<file path="src/rtl/nd_2to1_pkg.sv">
// Shared types and default sizes for the nd_2to1 merge node and its message FIFO.
package nd_2to1_pkg;

    localparam int NS_MESSAGE_FIFO_SIZE = 4;
    localparam int NS_ADDRESS_SIZE      = 4;
    localparam int NS_DATA_SIZE         = 8;
    localparam int NS_REDUN_SIZE        = 4;

    typedef enum logic [1:0] {
        ST_IDLE     = 2'd0,
        ST_SEND     = 2'd1,
        ST_WAIT_LOW = 2'd2
    } out_state_t;

endpackage

</file>
<file path="src/rtl/nd_msg_fifo.sv">
// Circular message buffer shared by both inputs of the merge node.
// rd_msg always shows the entry at the tail; the clear input resets only the pointers and count.
module nd_msg_fifo
    import nd_2to1_pkg::*;
#(
    parameter int FSZ = NS_MESSAGE_FIFO_SIZE,
    parameter int ASZ = NS_ADDRESS_SIZE,
    parameter int DSZ = NS_DATA_SIZE,
    parameter int RSZ = NS_REDUN_SIZE,
    localparam int MSZ = 2*ASZ + DSZ + RSZ,
    localparam int PW  = $clog2(FSZ)
) (
    input  logic           i_clk,
    input  logic           clr,
    input  logic           wr_en,
    input  logic [MSZ-1:0] wr_msg,
    input  logic           rd_en,
    output logic [MSZ-1:0] rd_msg,
    output logic           full,
    output logic           empty
);

    logic [MSZ-1:0] r_mem [FSZ];
    logic [PW-1:0]  r_head;
    logic [PW-1:0]  r_tail;
    logic [PW:0]    r_count;

    assign rd_msg = r_mem[r_tail];
    assign full   = (r_count == (PW+1)'(FSZ));
    assign empty  = (r_count == '0);

    always_ff @(posedge i_clk) begin
        if (wr_en) begin
            r_mem[r_head] <= wr_msg;
        end
    end

    // Pointers wrap naturally because FSZ is a power of two.
    always_ff @(posedge i_clk) begin
        if (clr) begin
            r_head  <= '0;
            r_tail  <= '0;
            r_count <= '0;
        end else begin
            if (wr_en) begin
                r_head <= r_head + 1'b1;
            end
            if (rd_en) begin
                r_tail <= r_tail + 1'b1;
            end
            case ({wr_en, rd_en})
                2'b10:   r_count <= r_count + 1'b1;
                2'b01:   r_count <= r_count - 1'b1;
                default: r_count <= r_count;
            endcase
        end
    end

endmodule

</file>
<file path="src/rtl/nd_2to1.sv">
// Two-input merge node: round-robin accepts messages from rcv0/rcv1 into a shared FIFO
// and drains it in order onto snd0.
module nd_2to1
    import nd_2to1_pkg::*;
#(
    parameter int FSZ = NS_MESSAGE_FIFO_SIZE,
    parameter int ASZ = NS_ADDRESS_SIZE,
    parameter int DSZ = NS_DATA_SIZE,
    parameter int RSZ = NS_REDUN_SIZE
) (
    input  logic           i_clk,
    input  logic           reset,
    output logic           ready,
    output logic [ASZ-1:0] snd0_src,
    output logic [ASZ-1:0] snd0_dst,
    output logic [DSZ-1:0] snd0_dat,
    output logic [RSZ-1:0] snd0_red,
    output logic           snd0_req,
    input  logic           snd0_ack,
    input  logic [ASZ-1:0] rcv0_src,
    input  logic [ASZ-1:0] rcv0_dst,
    input  logic [DSZ-1:0] rcv0_dat,
    input  logic [RSZ-1:0] rcv0_red,
    input  logic           rcv0_req,
    output logic           rcv0_ack,
    input  logic [ASZ-1:0] rcv1_src,
    input  logic [ASZ-1:0] rcv1_dst,
    input  logic [DSZ-1:0] rcv1_dat,
    input  logic [RSZ-1:0] rcv1_red,
    input  logic           rcv1_req,
    output logic           rcv1_ack,
    output logic [1:0]     o_dbg_state
);

    localparam int MSZ = 2*ASZ + DSZ + RSZ;

    logic           r_ready;
    logic           r_rr_pri;
    logic           r_rcv0_ack;
    logic           r_rcv1_ack;
    logic           r_snd_req;
    logic [MSZ-1:0] r_snd_msg;
    out_state_t     r_state;

    logic           w_full;
    logic           w_empty;
    logic           w_elig0;
    logic           w_elig1;
    logic           w_gnt0;
    logic           w_gnt1;
    logic           w_wr_en;
    logic           w_rd_en;
    logic           w_clr;
    logic [MSZ-1:0] w_wr_msg;
    logic [MSZ-1:0] w_rd_msg;

    // Four-phase channels: sender raises req with fields stable, receiver latches and raises
    // ack, sender drops req, receiver drops ack. An input is only re-accepted once its ack is low.
    assign w_elig0  = r_ready & rcv0_req & ~r_rcv0_ack & ~w_full;
    assign w_elig1  = r_ready & rcv1_req & ~r_rcv1_ack & ~w_full;
    assign w_gnt0   = w_elig0 & (~w_elig1 | ~r_rr_pri);
    assign w_gnt1   = w_elig1 & (~w_elig0 |  r_rr_pri);
    assign w_wr_en  = w_gnt0 | w_gnt1;
    assign w_wr_msg = w_gnt1 ? {rcv1_src, rcv1_dst, rcv1_dat, rcv1_red}
                             : {rcv0_src, rcv0_dst, rcv0_dat, rcv0_red};
    assign w_rd_en  = r_ready & (r_state == ST_IDLE) & ~w_empty & ~snd0_ack;
    assign w_clr    = ~r_ready;

    nd_msg_fifo #(
        .FSZ (FSZ),
        .ASZ (ASZ),
        .DSZ (DSZ),
        .RSZ (RSZ)
    ) u_fifo (
        .i_clk  (i_clk),
        .clr    (w_clr),
        .wr_en  (w_wr_en),
        .wr_msg (w_wr_msg),
        .rd_en  (w_rd_en),
        .rd_msg (w_rd_msg),
        .full   (w_full),
        .empty  (w_empty)
    );

    always_ff @(posedge i_clk) begin
        if (reset) begin
            r_ready <= 1'b0;
        end else if (!r_ready) begin
            r_ready    <= 1'b1;
            r_snd_req  <= 1'b0;
            r_rcv0_ack <= 1'b0;
            r_rcv1_ack <= 1'b0;
            r_snd_msg  <= '0;
            r_rr_pri   <= 1'b0;
            r_state    <= ST_IDLE;
        end else begin
            if (w_gnt0) begin
                r_rcv0_ack <= 1'b1;
            end else if (!rcv0_req) begin
                r_rcv0_ack <= 1'b0;
            end
            if (w_gnt1) begin
                r_rcv1_ack <= 1'b1;
            end else if (!rcv1_req) begin
                r_rcv1_ack <= 1'b0;
            end
            if (w_gnt0) begin
                r_rr_pri <= 1'b1;
            end else if (w_gnt1) begin
                r_rr_pri <= 1'b0;
            end

            case (r_state)
                ST_IDLE: begin
                    if (w_rd_en) begin
                        r_snd_msg <= w_rd_msg;
                        r_snd_req <= 1'b1;
                        r_state   <= ST_SEND;
                    end
                end
                ST_SEND: begin
                    if (snd0_ack) begin
                        r_snd_req <= 1'b0;
                        r_state   <= ST_WAIT_LOW;
                    end
                end
                ST_WAIT_LOW: begin
                    if (!snd0_ack) begin
                        r_state <= ST_IDLE;
                    end
                end
                default: r_state <= ST_IDLE;
            endcase
        end
    end

    assign ready       = r_ready;
    assign snd0_req    = r_snd_req;
    assign rcv0_ack    = r_rcv0_ack;
    assign rcv1_ack    = r_rcv1_ack;
    assign {snd0_src, snd0_dst, snd0_dat, snd0_red} = r_snd_msg;
    assign o_dbg_state = r_state;

endmodule

</file>
<file path="config.mk">
export PLATFORM = sky130hd
export DESIGN_NAME = nd_2to1
export DESIGN_NICKNAME = d
export VERILOG_FILES = /design/src/rtl/nd_2to1_pkg.sv /design/src/rtl/nd_msg_fifo.sv /design/src/rtl/nd_2to1.sv
export SDC_FILE = /design/constraint.sdc
export NUM_CORES = 1
export LEC_CHECK = 0
export ABC_AREA = 1
export BUFFER_PORTS_ARGS = -buffer_cell sky130_fd_sc_hd__buf_2
export CELL_PAD_IN_SITES_DETAIL_PLACEMENT = 1
export CELL_PAD_IN_SITES_GLOBAL_PLACEMENT = 1
export CORE_MARGIN = 2
export CORE_UTILIZATION = 48
export CTS_CLUSTER_DIAMETER = 120
export DETAILED_ROUTE_END_ITERATION = 12
export GPL_ROUTABILITY_DRIVEN = 0
export PLACE_DENSITY_LB_ADDON = 0.05
export SKIP_CTS_REPAIR_TIMING = 1
export SLEW_MARGIN = 15
export SYNTH_ARGS = -nofsm -noshare
export SYNTH_HDL_FRONTEND = slang
export SYNTH_SLANG_ARGS = --single-unit
export TNS_END_PERCENT = 20
</file>
<file path="constraint.sdc">
create_clock -name i_clk -period 3.3 [get_ports i_clk]
set_input_delay 0.495 -clock i_clk [delete_from_list [all_inputs] [get_ports i_clk]]
set_output_delay 0.495 -clock i_clk [all_outputs]
set_load 0.005 [all_outputs]
</file>
# Word-level counts from Yosys, hierarchy flattened
# Memories as Yosys holds them, arrays and structs flattened. A register that Yosys moved wholly into a read port is not among the register bits.
# Cells that the tools add are included.
[op_classes]
addsub = 4
eq_ne = 14
muxes = 18
bitwise = 23
reduce_logical = 10
[ops]
columns = ["cell", "n"]
rows = [
  ["2-to-1 mux 20 bit", 1],
  ["bitwise AND 1 bit", 11],
  ["2-to-1 mux 1 bit", 11],
  ["inequality test 3 x 2 -> 1 bit (second input constant)", 3],
  ["inverter 1 bit", 9],
  ["AND reduction 4 bit", 2],
  ["2-to-1 mux 2 bit", 3],
  ["inequality test 3 x 1 -> 1 bit (second input constant)", 2],
  ["inequality test 3 bit (second input constant)", 2],
  ["one-hot mux 2 bit (3 select lines)", 1],
  ["one-hot mux 3 bit (2 select lines)", 1],
  ["AND reduction 2 bit", 3],
  ["adder 2 x 1 -> 2 bit (second input constant)", 2],
  ["equality test 2 x 1 -> 1 bit (second input constant)", 2],
  ["equality test 2 bit (second input constant)", 2],
  ["inequality test 2 x 1 -> 1 bit (second input constant)", 2],
  ["adder 3 x 1 -> 3 bit (second input constant)", 1],
  ["equality test 3 bit (second input constant)", 1],
  ["logical NOT 3 bit", 1],
  ["OR 1 bit", 3],
  ["AND reduction 3 bit", 1],
  ["subtractor 3 x 1 -> 3 bit (second input constant)", 1],
  ["logical NOT 2 bit", 1],
  ["one-hot mux 1 bit (2 select lines)", 1],
  ["other kinds (2)", 2],
]
[totals]
regBits = 14
mem_bits_rw = 80
input_bits = 45
output_inout_bits = 26
n_memories = 1
[mem_list]
columns = ["memory", "depth", "word_bits", "read_ports", "rd_ports_with_merged_regs", "write_ports", "line", "text"]
rows = [
  ["u_fifo.r_mem", 4, 20, 1, 1, 1, "nd_msg_fifo.sv:23", "logic [MSZ-1:0] r_mem [FSZ];"],
]

# Longest topological paths before layout
[depth]
ltp_word = 9
mapped_depth = 13

# By module
# From an unflattened synthesis, not the netlist that was laid out.
[unflattened]
cells_unflattened = 438
hier_area_um2 = 4893.4
[by_module_without_submodules]
columns = ["mod", "instances", "cells_per_inst", "area_per_inst_um2", "seq_area_each_um2"]
rows = [
  ["nd_msg_fifo", 1, 252, 3384.5, 2582.5],
  ["nd_2to1", 1, 186, 1508.9, 800.8],
]

# Worst setup path after synthesis
# No wires, ideal clock.
[synth_path]
path_kind = "reg-to-reg"
startpoint = "register r_state[1] (netlist: o_dbg_state[1])"
endpoint = "register r_snd_msg[0] (read register of u_fifo.r_mem), enable pin"
setup_time_ns = 0.404
t_arrival_ns = 1.843
setup_slack_ns = 1.053
stages_incl_launch_ff = 6
path_cell_list = "edfxtp_1 -> inv_1 -> nand2_1 -> nor2_1 -> nand3_1 -> a21oi_1"
[synth_between]
elab_chain_cells = 6
elab_cells_between_ends = 7
classes_between = "2 x eq/ne; 3 x bitwise; 2 x reduce/logical"
[synth_lines]
columns = ["element", "line", "text"]
rows = [
  ["start: declaration", "nd_2to1.sv:43", "out_state_t r_state;"],
  ["start signal: assignment", "nd_2to1.sv:95", "r_state <= ST_IDLE;"],
  ["start signal: assignment", "nd_2to1.sv:118", "r_state <= ST_SEND;"],
  ["start signal: assignment", "nd_2to1.sv:124", "r_state <= ST_WAIT_LOW;"],
  ["logical NOT 2 bit *", "nd_2to1.sv:66, nd_2to1.sv:113", ""],
  ["bitwise AND 1 bit (3 in a row)", "nd_2to1.sv:66", "assign w_rd_en = r_ready & (r_state == ST_IDLE) & ~w_empty & ~snd0_ack;"],
  ["inequality test 2 x 1 -> 1 bit (no source line)", "--", ""],
  ["AND reduction 3 bit (no source line) *", "--", ""],
  ["end: declaration", "nd_2to1.sv:42", "logic [MSZ-1:0] r_snd_msg;"],
]
# Every way passes the cells marked *; elsewhere a longest branch is shown, timed or not.
# A chain may end at the register's enable or synchronous reset.

# Worst setup path after layout
[layout_path]
startpoint = "register r_ready (netlist: ready)"
endpoint = "memory u_fifo.r_mem[0][15] (netlist name), enable pin"
[layout_between]
elab_chain_cells = 9
elab_cells_between_ends = 15
classes_between = "2 x mux; 13 x bitwise"
[layout_lines]
columns = ["element", "line", "text"]
rows = [
  ["start: declaration", "nd_2to1.sv:37", "logic r_ready;"],
  ["start signal: assignment", "nd_2to1.sv:87", "r_ready <= 1'b0;"],
  ["start signal: assignment", "nd_2to1.sv:89", "r_ready <= 1'b1;"],
  ["bitwise AND 1 bit, on equally long branches (3 in a row)", "nd_2to1.sv:60, nd_2to1.sv:59", ""],
  ["inverter 1 bit, on equally long branches", "nd_2to1.sv:61, nd_2to1.sv:62", ""],
  ["OR 1 bit, on equally long branches", "nd_2to1.sv:61, nd_2to1.sv:62", ""],
  ["bitwise AND 1 bit, on equally long branches", "nd_2to1.sv:61, nd_2to1.sv:62", ""],
  ["OR 1 bit *", "nd_2to1.sv:63", "assign w_wr_en = w_gnt0 | w_gnt1;"],
  ["2-to-1 mux 1 bit *", "nd_msg_fifo.sv:33", "if (wr_en) begin"],
  ["2-to-1 mux 1 bit (not written as such) *", "nd_msg_fifo.sv:34", "r_mem[r_head] <= wr_msg;"],
  ["end: declaration", "nd_msg_fifo.sv:23", ""],
]
# Marked as above.

==> summary.md <==
| Metric | Value |
|---|---|
| Outcome | complete, no violations |
| Max Transition Viols Final | 0 |
| Fill cells | 1014 |
| Origin of the worst setup path | ready |
| Highest achievable clock rate | 406 MHz |
| Compound-gate portion of the synthesized area | 7.87% |
| Core region area | 0.00968 mm2 |
| Pin count of the biggest net entering global routing | 44 |
| DR vias | 3433 |
| First-pass GRT wire length | 19.4 mm |
| Starting DRT DRC Count | 159 |
| Largest stage delay on the critical path | 650 ps |
| Post-synthesis cell count | 430 |
| Wire length after detailed routing | 12.0 mm |
| Leading cell types in the layout, fill and taps excluded | 106 x sky130_fd_sc_hd__edfxtp_1, 90 x sky130_fd_sc_hd__nor2_1, 80 x sky130_fd_sc_hd__nand2_1 |
| Syn nets | 481 |
| Maximum fanout count along the critical path | 15 |
| H-tree depth reported by CTS | 4 |
| Die area | 0.0107 mm2 |
| Sequential share of the synthesized area | 70.3% |
| Reg2Reg Setup Slack | 840 ps |
| Source-to-sink clock delay at the later pin of the worst-skew pair | 510 ps |
| DRC violation count after routing | 0 |
| Share of cells above drive strength 1 | 23.5% |
| Fin crit period | 2460 ps |
| Total negative setup slack | 0 ps |
| Sort of element at the start of the critical path | register |
| Number of flip-flops and latches in the synthesized netlist | 114 |
| Net count, final | 558 |
| Xor and xnor area share after synthesis | 0.184% |
| Maximum buffer depth of the clock tree | 2 |
| Width of the chip | 104 um |
| Worst reg2reg endpoint | u_fifo.r_mem[0][15] |
| Synth unique cells | 22 |
| Count of final hold-check violations | 0 |
| Critical Path End | u_fifo.r_mem[0][15] |
| Worst voltage drop across the vdd grid | 349 uV |
| Post-synthesis mux area share | 0% |
| Arithmetic-cell share of the synthesized area counting full adders, half adders and majority gates | 1.74% |
| IO Port Bufs | 70 |
| Placed Cells incl. Taps | 621 |
| Worst-path cell with the longest stage delay | sky130_fd_sc_hd__dfxtp_1 |
| CP dominant cell by count | sky130_fd_sc_hd__nand2_1 |
| Number of buffers and inverters on the critical path | 2 |
| Min-delay worst type | in -> reg |
| Master cell of the clock root buffer | sky130_fd_sc_hd__clkbuf_8 |
| Simple-gate area share of the yosys netlist | 15.5% |
| Overflow left after global routing | 0 |
| Worst R2R Path Depth | 7 |
| GR Util All Layers | 23.8% |
| Reg clk slew, reported paths | 60 ps |
| Warnings from Yosys | 0 |
| Sequence of cells on the critical path | nand2_1 > nor2_1 > nand2_1 > inv_1 > nor2_4 > nor2_2 > buf_4 |
| Detailed Routing Iterations Pass 1 | 4 |
| Combinational family with the most area after synthesis | simple AND/OR/NAND/NOR gates |
| Wire length per cell after detailed routing | 18.4 um |
| Per-cell via count in the routed design | 5.26 |
| Max transition margin | 46.9% |
| Row count | 36 |
| Initial standard-cell utilization of the core | 49.1% |
| Post-route fraction of the period consumed by the critical path | 74.6% |
| Via count of the first global-routing pass | 3796 |
| Unrepaired setup endpoints after global routing | no |
| IO Count | 71 |
| Largest delay share family, worst path | simple AND/OR/NAND/NOR gates |
| Synth-to-layout area growth | 24.6% |
| Worst EP arrival | 2660 ps |
| Clock sinks | 114 |
| Overall die height | 104 um |
| Worst-case clock skew | 8.92 ps |
| Number of non-filler instances in the completed layout | 653 |
| Stages on worst setup path | 7 |
| Required time of the critical path | 3500 ps |
| Antenna viol nets, final | 0 |
| CP Capture Type | register |
| Final setup fails | 0 |
| Number of clock buffers inserted by TritonCTS | 17 |
| Mapped Area | 0.00476 mm2 |
| CTS tree | yes |
| Most common cell after layout, fill and taps aside | sky130_fd_sc_hd__edfxtp_1 |
| Lkg Pwr | 2.40 nW |
| Antenna violations before repair | 0 |
| Dpl hpwl | 7.10 mm |
| Number of antenna diodes | 0 |
| Total power density per cell area | 681 mW/mm2 |
| Slew at the pin closest to its max-slew limit | 796 ps |
| Mean instance size in the synthesized netlist | 11.1 um2 |
| R2r startpoint | ready |
| Worst Setup Path Type | reg -> reg |
| Max-Cap Viols | 0 |
[how the worst min path moves through the flow]
stage / startpoint / endpoint / slack (ps) / cells past startpoint
final: reset / ready / 260 / 2
after global routing: reset / ready / 300 / 2
after CTS: reset / ready / 250 / 2
after detailed placement: u_fifo.r_count[2] / u_fifo.r_count[2] / 510 / 2
after global placement: u_fifo.r_count[2] / u_fifo.r_count[2] / 480 / 2
after floorplan: u_fifo.r_count[2] / u_fifo.r_count[2] / 460 / 2
[flip-flops by register name, summed over array words and instances (netlist names)]
register / flops
r_snd_msg: 20
u_fifo.r_tail: 2
snd0_req: 1
r_rr_pri: 1
u_fifo.r_mem: 80
ready: 1
o_dbg_state: 2
rcv0_ack: 1
rcv1_ack: 1
u_fifo.r_head: 2
u_fifo.r_count: 3
[metal layers]
layer	track usage (%)	up-vias	part of all wire, %
met1	27.8	1705	40
li1	-	1611	-
met4	10.1	0	2.0
met2	42.4	93	54
met3	5.03	24	4.2
met5	0	-	0
[synthesized netlist by cell type]
cell / number / share of area, %
sky130_fd_sc_hd__nand2_1: 80 / 6.3
sky130_fd_sc_hd__nor3_1: 2 / 0.21
sky130_fd_sc_hd__fa_1: 1 / 0.42
sky130_fd_sc_hd__buf_2: 8 / 0.84
sky130_fd_sc_hd__a21oi_2: 1 / 0.18
sky130_fd_sc_hd__xor2_1: 1 / 0.18
sky130_fd_sc_hd__ha_1: 5 / 1.3
sky130_fd_sc_hd__nor2_1: 94 / 7.4
sky130_fd_sc_hd__dfxtp_1: 8 / 3.4
sky130_fd_sc_hd__nor2_4: 2 / 0.47
sky130_fd_sc_hd__o21ai_0: 41 / 4.3
sky130_fd_sc_hd__clkbuf_1: 10 / 0.79
sky130_fd_sc_hd__nand2_4: 1 / 0.24
sky130_fd_sc_hd__inv_2: 2 / 0.16
sky130_fd_sc_hd__o21ai_1: 3 / 0.32
sky130_fd_sc_hd__nand2_2: 2 / 0.26
sky130_fd_sc_hd__nand3_1: 6 / 0.63
sky130_fd_sc_hd__buf_6: 2 / 0.47
sky130_fd_sc_hd__inv_1: 25 / 2.0
sky130_fd_sc_hd__a21oi_1: 29 / 3.1
sky130_fd_sc_hd__edfxtp_1: 106 / 67
sky130_fd_sc_hd__inv_4: 1 / 0.13
[stage by stage]
stage / instance area (um2) / hold slack [ps] / setup slack (ps) / utilization, % / power, W
6_report: 5930 / 261 / 840 / 61.2 / 0.00404
5_1_grt: 5930 / 296 / 623 / 61.2 / 0.00416
4_1_cts: 5930 / 251 / 803 / 61.2 / 0.00407
3_5_place_dp: 5250 / 511 / 848 / 54.2 / 0.00196
3_3_place_gp: 5250 / 481 / 1030 / 54.2 / 0.00194
2_1_floorplan: 4760 / 458 / 1050 / - / 0.00185
[kinds of logic (layout without fill, tap and decap cells)]
group                    after synthesis  after routing
flip-flops                           114            114
adder cells (fa/ha/maj)                6              6
AND/OR/NAND/NOR                      187            187
buffers and inverters                 48            138
XOR/XNOR                               1              1
AO/OA/AOI/OAI                         74             74
[report_power, final]
| part | switching [W] | internal, W |
|---|---|---|
| registers | 0.0000236 | 0.00166 |
| logic | 0.000170 | 0.0000826 |
| clock network | 0.000646 | 0.00146 |
[area by class of cell]
cell class | instances | area [um2] | share of cell area [%]
clock buffer | 19 | 422 | 7.12
clock inverter | 13 | 258 | 4.35
inverter | 28 | 108 | 1.82
multi-input combinational | 268 | 1220 | 20.6
sequential | 114 | 3340 | 56.4
tap | 133 | 166 | 2.81
timing repair buffer | 78 | 410 | 6.93
(Power assumes the default switching activity.)
